===== src/rtl/uart_tx_frame.sv =====
// uart_tx_frame: byte FIFO feeding a UART framer on ref_clk; the PARITY bit exists only when UART_TX_PARITY_EN is defined.
// Latency: a byte pushed into an empty, idle block drives the start bit 2 cycles after the push.
// Backpressure: Tx_ready drops while the FIFO is full; a byte offered then is discarded.

// uart_tx_fifo: generic circular FIFO with a count register for full/empty.
// Latency: a written entry is visible at the head on the next cycle.
// Backpressure: in_rdy = !full, out_vld = !empty; an entry pops on out_vld && out_rdy.
module uart_tx_fifo #(
    parameter int DEPTH = 4,
    parameter int WIDTH = 8
) (
    input  logic                   ref_clk,
    input  logic                   reset,
    input  logic                   in_vld,
    output logic                   in_rdy,
    input  logic [WIDTH-1:0]       in_dat,
    output logic                   out_vld,
    input  logic                   out_rdy,
    output logic [WIDTH-1:0]       out_dat,
    output logic [$clog2(DEPTH):0] count
);
    localparam int AW = $clog2(DEPTH);

    logic [WIDTH-1:0] mem [DEPTH];
    logic [AW-1:0]    wr_ptr;
    logic [AW-1:0]    rd_ptr;
    logic             push;
    logic             pop;

    assign in_rdy  = (count != (AW+1)'(DEPTH));
    assign out_vld = (count != '0);
    assign push    = in_vld && in_rdy;
    assign pop     = out_rdy && out_vld;
    assign out_dat = mem[rd_ptr];

    always_ff @(posedge ref_clk) begin
        if (push) begin
            mem[wr_ptr] <= in_dat;
        end
    end

    // Pointers wrap naturally because DEPTH is a power of two.
    always_ff @(posedge ref_clk or posedge reset) begin
        if (reset) begin
            wr_ptr <= '0;
            rd_ptr <= '0;
            count  <= '0;
        end else begin
            if (push) begin
                wr_ptr <= wr_ptr + AW'(1);
            end
            if (pop) begin
                rd_ptr <= rd_ptr + AW'(1);
            end
            if (push && !pop) begin
                count <= count + (AW+1)'(1);
            end else if (pop && !push) begin
                count <= count - (AW+1)'(1);
            end
        end
    end
endmodule

// uart_tx_frame: start, 8 data bits LSB first, optional even parity, STOP_BITS stop bits.
// Latency: pop on the cycle after the push, line falls on the next edge; frames run back-to-back.
// Backpressure: Tx_ready = FIFO not full; the framer drains the FIFO without stalling.
module uart_tx_frame #(
    parameter int CLKS_PER_BAUD = 15259,
    parameter int FIFO_DEPTH    = 4,
    parameter int STOP_BITS     = 2
) (
    input  logic       ref_clk,
    input  logic       reset,
    input  logic [7:0] par_in,
    input  logic       Tx_valid,
    output logic       Tx_ready,
    output logic       ser_out,
    output logic       Tx_busy
);
    localparam int              CW        = $clog2(CLKS_PER_BAUD);
    localparam logic [CW-1:0]   BAUD_LAST = CW'(CLKS_PER_BAUD - 1);
    localparam logic [2:0]      STOP_LAST = 3'(STOP_BITS - 1);

    typedef enum logic [2:0] {
        IDLE,
        START,
        DATA,
`ifdef UART_TX_PARITY_EN
        PARITY,
`endif
        STOP
    } state_t;

    state_t                    state;
    state_t                    state_nxt;
    logic [CW-1:0]             baud_cnt;
    logic [2:0]                bit_cnt;
    logic [7:0]                shreg;
`ifdef UART_TX_PARITY_EN
    logic                      par_bit;
`endif
    logic                      baud_tick;
    logic                      stop_done;
    logic                      pop;
    logic                      ser_bit;
    logic                      fifo_vld;
    logic [7:0]                fifo_dat;
    logic [$clog2(FIFO_DEPTH):0] fifo_cnt;

    uart_tx_fifo #(
        .DEPTH (FIFO_DEPTH),
        .WIDTH (8)
    ) u_fifo (
        .ref_clk (ref_clk),
        .reset   (reset),
        .in_vld  (Tx_valid),
        .in_rdy  (Tx_ready),
        .in_dat  (par_in),
        .out_vld (fifo_vld),
        .out_rdy (pop),
        .out_dat (fifo_dat),
        .count   (fifo_cnt)
    );

    assign baud_tick = (baud_cnt == BAUD_LAST);
    assign stop_done = baud_tick && (bit_cnt == STOP_LAST);
    assign Tx_busy   = (state != IDLE) || (fifo_cnt != '0);

    always_ff @(posedge ref_clk or posedge reset) begin
        if (reset) begin
            state <= IDLE;
        end else begin
            state <= state_nxt;
        end
    end

    always_comb begin
        state_nxt = state;
        case (state)
            IDLE:   if (fifo_vld) state_nxt = START;
            START:  if (baud_tick) state_nxt = DATA;
            DATA: begin
                if (baud_tick && bit_cnt == 3'd7) begin
`ifdef UART_TX_PARITY_EN
                    state_nxt = PARITY;
`else
                    state_nxt = STOP;
`endif
                end
            end
`ifdef UART_TX_PARITY_EN
            PARITY: if (baud_tick) state_nxt = STOP;
`endif
            STOP:   if (stop_done) state_nxt = fifo_vld ? START : IDLE;
            default: state_nxt = IDLE;
        endcase
    end

    always_comb begin
        pop     = 1'b0;
        ser_bit = 1'b1;
        case (state)
            IDLE:   pop     = fifo_vld;
            START:  ser_bit = 1'b0;
            DATA:   ser_bit = shreg[0];
`ifdef UART_TX_PARITY_EN
            PARITY: ser_bit = par_bit;
`endif
            STOP:   pop     = fifo_vld && stop_done;
            default: ;
        endcase
    end

    // Line is registered from the current state, so every bit lags the FSM by one cycle.
    always_ff @(posedge ref_clk or posedge reset) begin
        if (reset) begin
            ser_out  <= 1'b1;
            baud_cnt <= '0;
            bit_cnt  <= '0;
            shreg    <= '0;
`ifdef UART_TX_PARITY_EN
            par_bit  <= 1'b0;
`endif
        end else begin
            ser_out <= ser_bit;
            if (state == IDLE || baud_tick) begin
                baud_cnt <= '0;
            end else begin
                baud_cnt <= baud_cnt + CW'(1);
            end
            if (pop) begin
                shreg   <= fifo_dat;
`ifdef UART_TX_PARITY_EN
                par_bit <= ^fifo_dat;
`endif
            end else if (state == DATA && baud_tick) begin
                shreg <= {1'b0, shreg[7:1]};
            end
            if (state_nxt != state) begin
                bit_cnt <= '0;
            end else if (baud_tick) begin
                bit_cnt <= bit_cnt + 3'd1;
            end
        end
    end
endmodule

===== config.mk =====
export PLATFORM = sky130hd
export DESIGN_NAME = uart_tx_frame
export DESIGN_NICKNAME = d
export VERILOG_FILES = /design/src/rtl/uart_tx_frame.sv
export SDC_FILE = /design/constraint.sdc
export NUM_CORES = 1
export LEC_CHECK = 0
export BUFFER_PORTS_ARGS = -buffer_cell sky130_fd_sc_hd__buf_4
export CORE_MARGIN = 5
export CORE_UTILIZATION = 25
export DETAILED_ROUTE_END_ITERATION = 16
export PLACE_DENSITY = 0.36
export RECOVER_POWER = 25
export SETUP_SLACK_MARGIN = 0.05
export SLEW_MARGIN = 10
export SYNTH_ARGS = -nofsm -noshare
export SYNTH_HDL_FRONTEND = slang
export SYNTH_SLANG_ARGS = --single-unit

===== constraint.sdc =====
create_clock -name ref_clk -period 2.7 [get_ports ref_clk]
set_clock_uncertainty 0.1 [all_clocks]
set_input_delay 0.27 -clock ref_clk [delete_from_list [all_inputs] [get_ports ref_clk]]
set_output_delay 0.27 -clock ref_clk [all_outputs]
set_load 0.005 [all_outputs]

==> metrics, run 1 <==
setup TNS=0 ns; drt drc=0; final hold vios=0; Placement Setup Slack=0.173 ns; Resize count post-CTS=0; htree depth=3; Max clock buf depth=2; I/O Buffers=13; setup bufs post-CTS=0; Clock Latency Late Sink=0.33 ns; Crit Path Category=flip-flop to flip-flop; die area=14900 um^2; layout cell share with drive strength beyond 1=0.170; Wirelength per Cell=13.7 um; PwrDens=934 nW/um^2; CTS tree=done; DRT antenna net count=0; Mapped Area=3150 um^2; pin count of the biggest net entering global routing=37; Inst Count DP=419; via/cell ratio=4.07; grt ovf=0; GPL Wtd Cong=0.689; Vias=1774; core footprint=12500 um^2; worst-margin pin slew=0.969 ns; arrival time at the worst endpoint=2.58 ns; startpoint types=flip-flop; initial antenna violation count=0; Reg2Reg Launch Point=bit_cnt[1]; RSZ-0062 raised after global routing=false; Post-Layout Cell Count=436; placed cell area=3460 um^2; Overall Global Routing Usage=0.0911; Synth Flop Type=dfrtp_1; clock transition at the registers of the reported paths=0.06 ns; share of synthesized registers carrying an async set or reset=0.529; Post-synth EDFFs=32; final wirelength=5970 um; Num Clock Sinks=68; DRT Pass-1 Iters=4; P_leak=0.00149 uW; cells after synthesis=236; root buffer cell=clkbuf_16; Crit. Startpoint=bit_cnt[1]; Detail Placement HPWL=4090 um; Worst slew margin=0.354; commonest non-fill, non-tap cell in the layout=dfrtp_1; critical path capture point type=flip-flop; ANT cells=0; number of global-route vias before repair=1899; min-delay worst type=input pin to flip-flop; Initial Util=0.253; synthesized area per cell=13.3 um^2; Peak Freq=406 MHz; Seq cells post-synth=68; status=finished, final reports clean; reg2reg path depth=9; most frequent cells in the layout=dfrtp_1 (35), edfxtp_1 (32), nor2_1 (27); fin area=3730 um^2; r2r endpoint=u_fifo.count[1]; die width=122 um; Synth Warn #=0; final critical-path setup slack=0.237 ns; final net count=281; first-pass GRT wire length=10200 um; IO Count=14; count of cell types in the netlist=45; fin crit period=2.46 ns; final-report max-slew violation count=0; post-synthesis net count=258; post-synthesis sequential area ratio=0.591; clock buffer count from CTS=9; DRT iter0 DRCs=61; Power Total=3480 uW; reg2reg setup slack=0.24 ns; max-cap violation count=0; VDD IR max=0.346 mV; Die Height=122 um; final worst-path cycle share=0.912; CP Max Fanout=4; Worst Path Required=2.82 ns; Setup Viol. Count Final=0; Syn-to-layout area delta=18.4%; row count=41; Worst setup endpoint=u_fifo.count[1]
## per-layer routing
metal  GRT usage  part of all wire  routed length [um]
met2       0.141              0.46                2740
met1       0.114              0.49                2910
met3      0.0373             0.039                 233
met4      0.0336             0.014                  84
met5           0                 0                   0
## cell usage after synthesis, drive strengths merged (2+ instances only)
cell | count | area, um^2
or2 | 3 | 18.8
nor3 | 4 | 20.0
ha | 10 | 125
or4b | 2 | 23.8
nand2b | 2 | 12.5
mux2i | 3 | 30.0
a21oi | 9 | 48.8
o21ai | 2 | 10.0
dfrtp | 35 | 876
nand2 | 16 | 60.1
nand3b | 2 | 15.0
mux4 | 8 | 180
nand4 | 2 | 12.5
edfxtp | 32 | 961
nand3 | 7 | 40.0
inv | 7 | 26.3
and3 | 9 | 56.3
nor2b | 6 | 37.5
nand4bb | 2 | 43.8
buf | 6 | 38.8
and2 | 2 | 12.5
xor2 | 8 | 70.1
a21o | 3 | 22.5
nor4 | 3 | 63.8
xnor2 | 11 | 96.3
nor2 | 27 | 101
a211o | 5 | 43.8
and2b | 2 | 15.0
## through the flow
| stage | hold slack [ns] | utilization |
|---|---|---|
| finish | 0.109 | 0.299 |
| global route | 0.125 | 0.299 |
| CTS | 0.0250 | 0.302 |
| detailed placement | 0.345 | 0.277 |
| global placement | 0.340 | 0.277 |
| floorplan | 0.269 | - |
## area by class of cell
type | instances | area (um^2)
Tap cell | 172 | 215
Clock inverter | 6 | 65.1
Fill cell | 1293 | 8740
Timing Repair Buffer | 19 | 113
Sequential cell | 68 | 1860
Multi-Input combinational cell | 154 | 1220
Clock buffer | 10 | 229
Inverter | 7 | 26.3
## registers in the layout, indices dropped and copies added (netlist names)
register       cells
u_fifo.count       3
u_fifo.mem        32
shreg              8
baud_cnt          14
bit_cnt            3
u_fifo.rd_ptr      2
u_fifo.wr_ptr      2
ser_out            1
state              3
## where the power goes
part	internal, uW	switching, uW	total [uW]
clock network	714	440	1150
logic	412	370	782
registers	1350	201	1550
total	2470	1010	3480
## kinds of logic after synthesis
group | synth area share
AOI/OAI and AO/OA | 0.0441
xor gates and xnor gates | 0.0528
adders and majority gates | 0.0461
buffers and inverters | 0.0218
DFF | 0.591
muxes | 0.0703
other | 0.00119
and+or+nand+nor | 0.172
## worst min path at each step
stage,slack [ns],depth (start not counted),to,from
2_1_floorplan,0.27,0,u_fifo.mem[0][0],par_in[0]
3_3_place_gp,0.34,3,baud_cnt[7],reset
3_5_place_dp,0.34,3,baud_cnt[7],reset
4_1_cts,0.02,1,u_fifo.mem[2][7],par_in[7]
5_1_grt,0.12,1,u_fifo.mem[2][7],par_in[7]
6_report,0.11,1,u_fifo.mem[2][7],par_in[7]
## critical path, stage by stage, from the launching register on
cell,delay [ns]
dfrtp_1,0.38
inv_1,0.08
ha_1,0.16
and4b_1,0.24
nor2b_1,0.31
a21oi_2,0.11
ha_1,0.23
inv_1,0.07
fa_1,0.40
mux2_2,0.27
## repair_timing
| action | CTS | global route |
|---|---|---|
| hold buffers | 1 | 0 |
| setup endpoints to repair | 0 | 1 |
| hold endpoints to repair | 35 | 0 |
Power figures use the tool's default switching activity.
==> inputs of run 2 (changes only) <==
Settings changed: PLACE_DENSITY 0.36 to 0.37, SYNTH_HIERARCHICAL set to 1.
==> run 2 against run 1 <==
  * Cell count increased by 3.0%
  * Die area down 0.55%
  * Area after synthesis is 0.60% lower
  * Cell area rose by 2.4%
  * Sequential share of layout area is 1.2 points lower
  * Power rose by 2.6%
  * Global-route usage rose by 0.17 points
==> metrics, run 2 <==
status=finished, final reports clean (unchanged); Max clock buf depth=2 (unchanged); Overall Global Routing Usage=0.0928 (was 0.0911); Post-Layout Cell Count=449 (was 436); reg2reg setup slack=0.12 ns (was 0.24 ns); core footprint=12200 um^2 (was 12500 um^2); Num Clock Sinks=68 (unchanged); first-pass GRT wire length=10600 um (was 10200 um); Detail Placement HPWL=4100 um (was 4090 um); area leader, netlist=edfxtp_1 (unchanged); share of synthesized registers carrying an async set or reset=0.529 (unchanged); Mapped Area=3130 um^2 (was 3150 um^2); final wirelength=6060 um (was 5970 um); I/O Buffers=13 (unchanged); GPL Wtd Cong=0.725 (was 0.689); via/cell ratio=4.20 (was 4.07); Logic pwr share=0.272 (was 0.224); Filler cells=1227 (was 1293); most area-consuming cells after synthesis=edfxtp_1 (31%), dfrtp_1 (28%), mux4_2 (5.8%) (was edfxtp_1 (31%), dfrtp_1 (28%), mux4_2 (5.7%)); DRT iter0 DRCs=78 (was 61); clock transition at the registers of the reported paths=0.06 ns (about the same); cells after synthesis=238 (was 236); Synth top area share=0.307 (was 0.305); DRT antenna net count=0 (unchanged); Die Height=122 um (about the same); multi-input logic area=1140 um^2 (was 1220 um^2); CTS tree=done (unchanged); final net count=298 (was 281); most frequent cells in the layout=dfrtp_1 (35), edfxtp_1 (32), inv_1 (27) (was dfrtp_1 (35), edfxtp_1 (32), nor2_1 (27)); most numerous cell in the Yosys netlist=dfrtp_1 (unchanged); ANT cells=0 (unchanged); VDD IR max=0.386 mV (was 0.346 mV); DRT Pass-1 Iters=4 (unchanged); grt ovf=0 (unchanged); commonest non-fill, non-tap cell in the layout=dfrtp_1 (unchanged); Syn-to-layout area delta=22.0% (was 18.4%); initial antenna violation count=0 (unchanged); sequential power share=0.425 (was 0.444); max reg flops=32 (unchanged); CP Max Fanout=2 (was 4); pin count of the biggest net entering global routing=30 (was 37); PwrDens=936 nW/um^2 (was 934 nW/um^2); post-synthesis sequential area ratio=0.595 (was 0.591); critical path capture point type=flip-flop (unchanged); IO Count=14 (unchanged); internal power=2470 uW (about the same); Synth top cells by count=dfrtp_1 (35), edfxtp_1 (32), inv_1 (29) (was dfrtp_1 (35), edfxtp_1 (32), nor2_1 (27)); startpoint types=flip-flop (unchanged); final-report max-slew violation count=0 (unchanged); clock buffer count from CTS=9 (unchanged); Post-synth EDFFs=32 (unchanged); Synth Warn #=6 (was 0); setup TNS=0 ns (unchanged); row count=40 (was 41); Inst Count DP=426 (was 419); gr busiest metal=met2 (unchanged); Vias=1886 (was 1774); final hold vios=0 (unchanged); met3 usage=0.0297 (was 0.0373); layout cell share with drive strength beyond 1=0.231 (was 0.170); Wirelength per Cell=13.5 um (was 13.7 um); die width=122 um (about the same); root buffer cell=clkbuf_16 (unchanged); Crit Path Category=flip-flop to flip-flop (unchanged); largest registers=u_fifo/mem x32, baud_cnt x14, shreg x8 (was u_fifo.mem x32, baud_cnt x14, shreg x8); RSZ-0062 raised after global routing=true (was false); net switching power=1110 uW (was 1010 uW); die area=14900 um^2 (about the same); P_leak=0.00149 uW (about the same); worst-margin pin slew=0.625 ns (was 0.969 ns); GRT met1 Usage=0.117 (was 0.114); htree depth=3 (unchanged); Initial Util=0.258 (was 0.253); met2 Usage GRT=0.148 (was 0.141); Reg area=1860 um^2 (unchanged); Peak Freq=387 MHz (was 406 MHz); Worst Path Required=2.81 ns (was 2.82 ns); Setup Viol. Count Final=0 (unchanged); Synth Flop Type=dfrtp_1 (unchanged); Worst slew margin=0.583 (was 0.354); drt drc=0 (unchanged); Clock Latency Late Sink=0.33 ns (about the same); min-delay worst type=input pin to flip-flop (unchanged); max-cap violation count=0 (unchanged); arrival time at the worst endpoint=2.70 ns (was 2.58 ns); synthesized area per cell=13.2 um^2 (was 13.3 um^2); post-synthesis net count=260 (was 258); final worst-path cycle share=0.956 (was 0.912); switching share of power=0.310 (was 0.290); Seq cells post-synth=68 (unchanged); clock network fraction of total power=0.303 (was 0.331); fin crit period=2.58 ns (was 2.46 ns); count of cell types in the netlist=49 (was 45); number of global-route vias before repair=2032 (was 1899); Biggest register=u_fifo/mem (was u_fifo.mem)
run 2: changes by cell type after synthesis, sizes merged, moves of 5 or more:
cell	change
nand2	-6
a211o	-5
o221ai	+7
inv	+22
and3	-8
nand3	+5
nor2b	-5
nor2	-6
run 2: worst max-delay path, stage by stage, from the launching register on:
cell and delay [ns]:
dfrtp_1 0.37, or3_4 0.40, nor4_4 0.38, a41oi_4 0.16, inv_2 0.12, nand2_4 0.07, ha_4 0.16, inv_2 0.05
fa_1 0.40, mux2_2 0.26
run 2: routing by layer:
layer / up-vias / part of all wire
met5: - / 0
met4: 0 / 0.017
met3: 8 / 0.031
met2: 17 / 0.48
met1: 940 / 0.47
li1: 921 / -
run 2: worst paths after layout:
check	cells past startpoint	to	from
setup / recovery	9	u_fifo/count[1]	baud_cnt[6]
hold / removal	1	u_fifo/mem[3][2]	par_in[2]
min in group asynchronous	3	u_fifo/rd_ptr[0]	reset
max in group asynchronous	4	ser_out	reset
hold reg to reg	1	baud_cnt[0]	baud_cnt[0]
setup reg to reg	9	u_fifo/count[1]	baud_cnt[6]
run 2: per-stage QoR:
| step | instance area (um^2) | utilization | hold WS (ns) | power (uW) | setup WS [ns] |
|---|---|---|---|---|---|
| 2_1_floorplan | 3130 | - | -0.0266 | 2210 | 0.0709 |
| 3_3_place_gp | 3500 | 0.288 | 0.148 | 2520 | 0.158 |
| 3_5_place_dp | 3500 | 0.288 | 0.150 | 2510 | 0.123 |
| 4_1_cts | 3780 | 0.311 | 0.0233 | 3620 | 0.113 |
| 5_1_grt | 3820 | 0.314 | 0.115 | 3830 | 0.0197 |
| 6_report | 3820 | 0.314 | 0.0963 | 3570 | 0.119 |
run 2: logic make-up after synthesis:
logic type,count (synthesis),synth area share
buffers and inverters,35,0.0467
muxes,11,0.0695
and+or+nand+nor,71,0.129
adders and majority gates,11,0.0463
other,1,0.00120
DFF,68,0.595
AOI/OAI and AO/OA,24,0.0647
xor gates and xnor gates,17,0.0475
run 2: timing repair:
item | 4_1_cts | 5_1_grt
gates resized for setup | 0 | 5
endpoints found under the setup margin | 0 | 2
buffers inserted | 0 | 6
endpoints found under the hold margin | 35 | 0
hold buffers | 1 | 0
run 2: power by group through the flow:
stage                     Combinational [uW]  Clock, uW  Sequential, uW
after floorplan                          735          0            1480
after global placement                   969          0            1550
after detailed placement                 962          0            1550
after CTS                                968       1120            1530
after global routing                    1100       1170            1560
final                                    972       1080            1520
run 2: layout make-up:
class,instances,area share
clock inverter,7,0.0131
clock buffer,9,0.0590
multi-input combinational,135,0.299
timing repair buffer,33,0.0576
sequential,68,0.488
inverter,29,0.0285
tap,168,0.0550
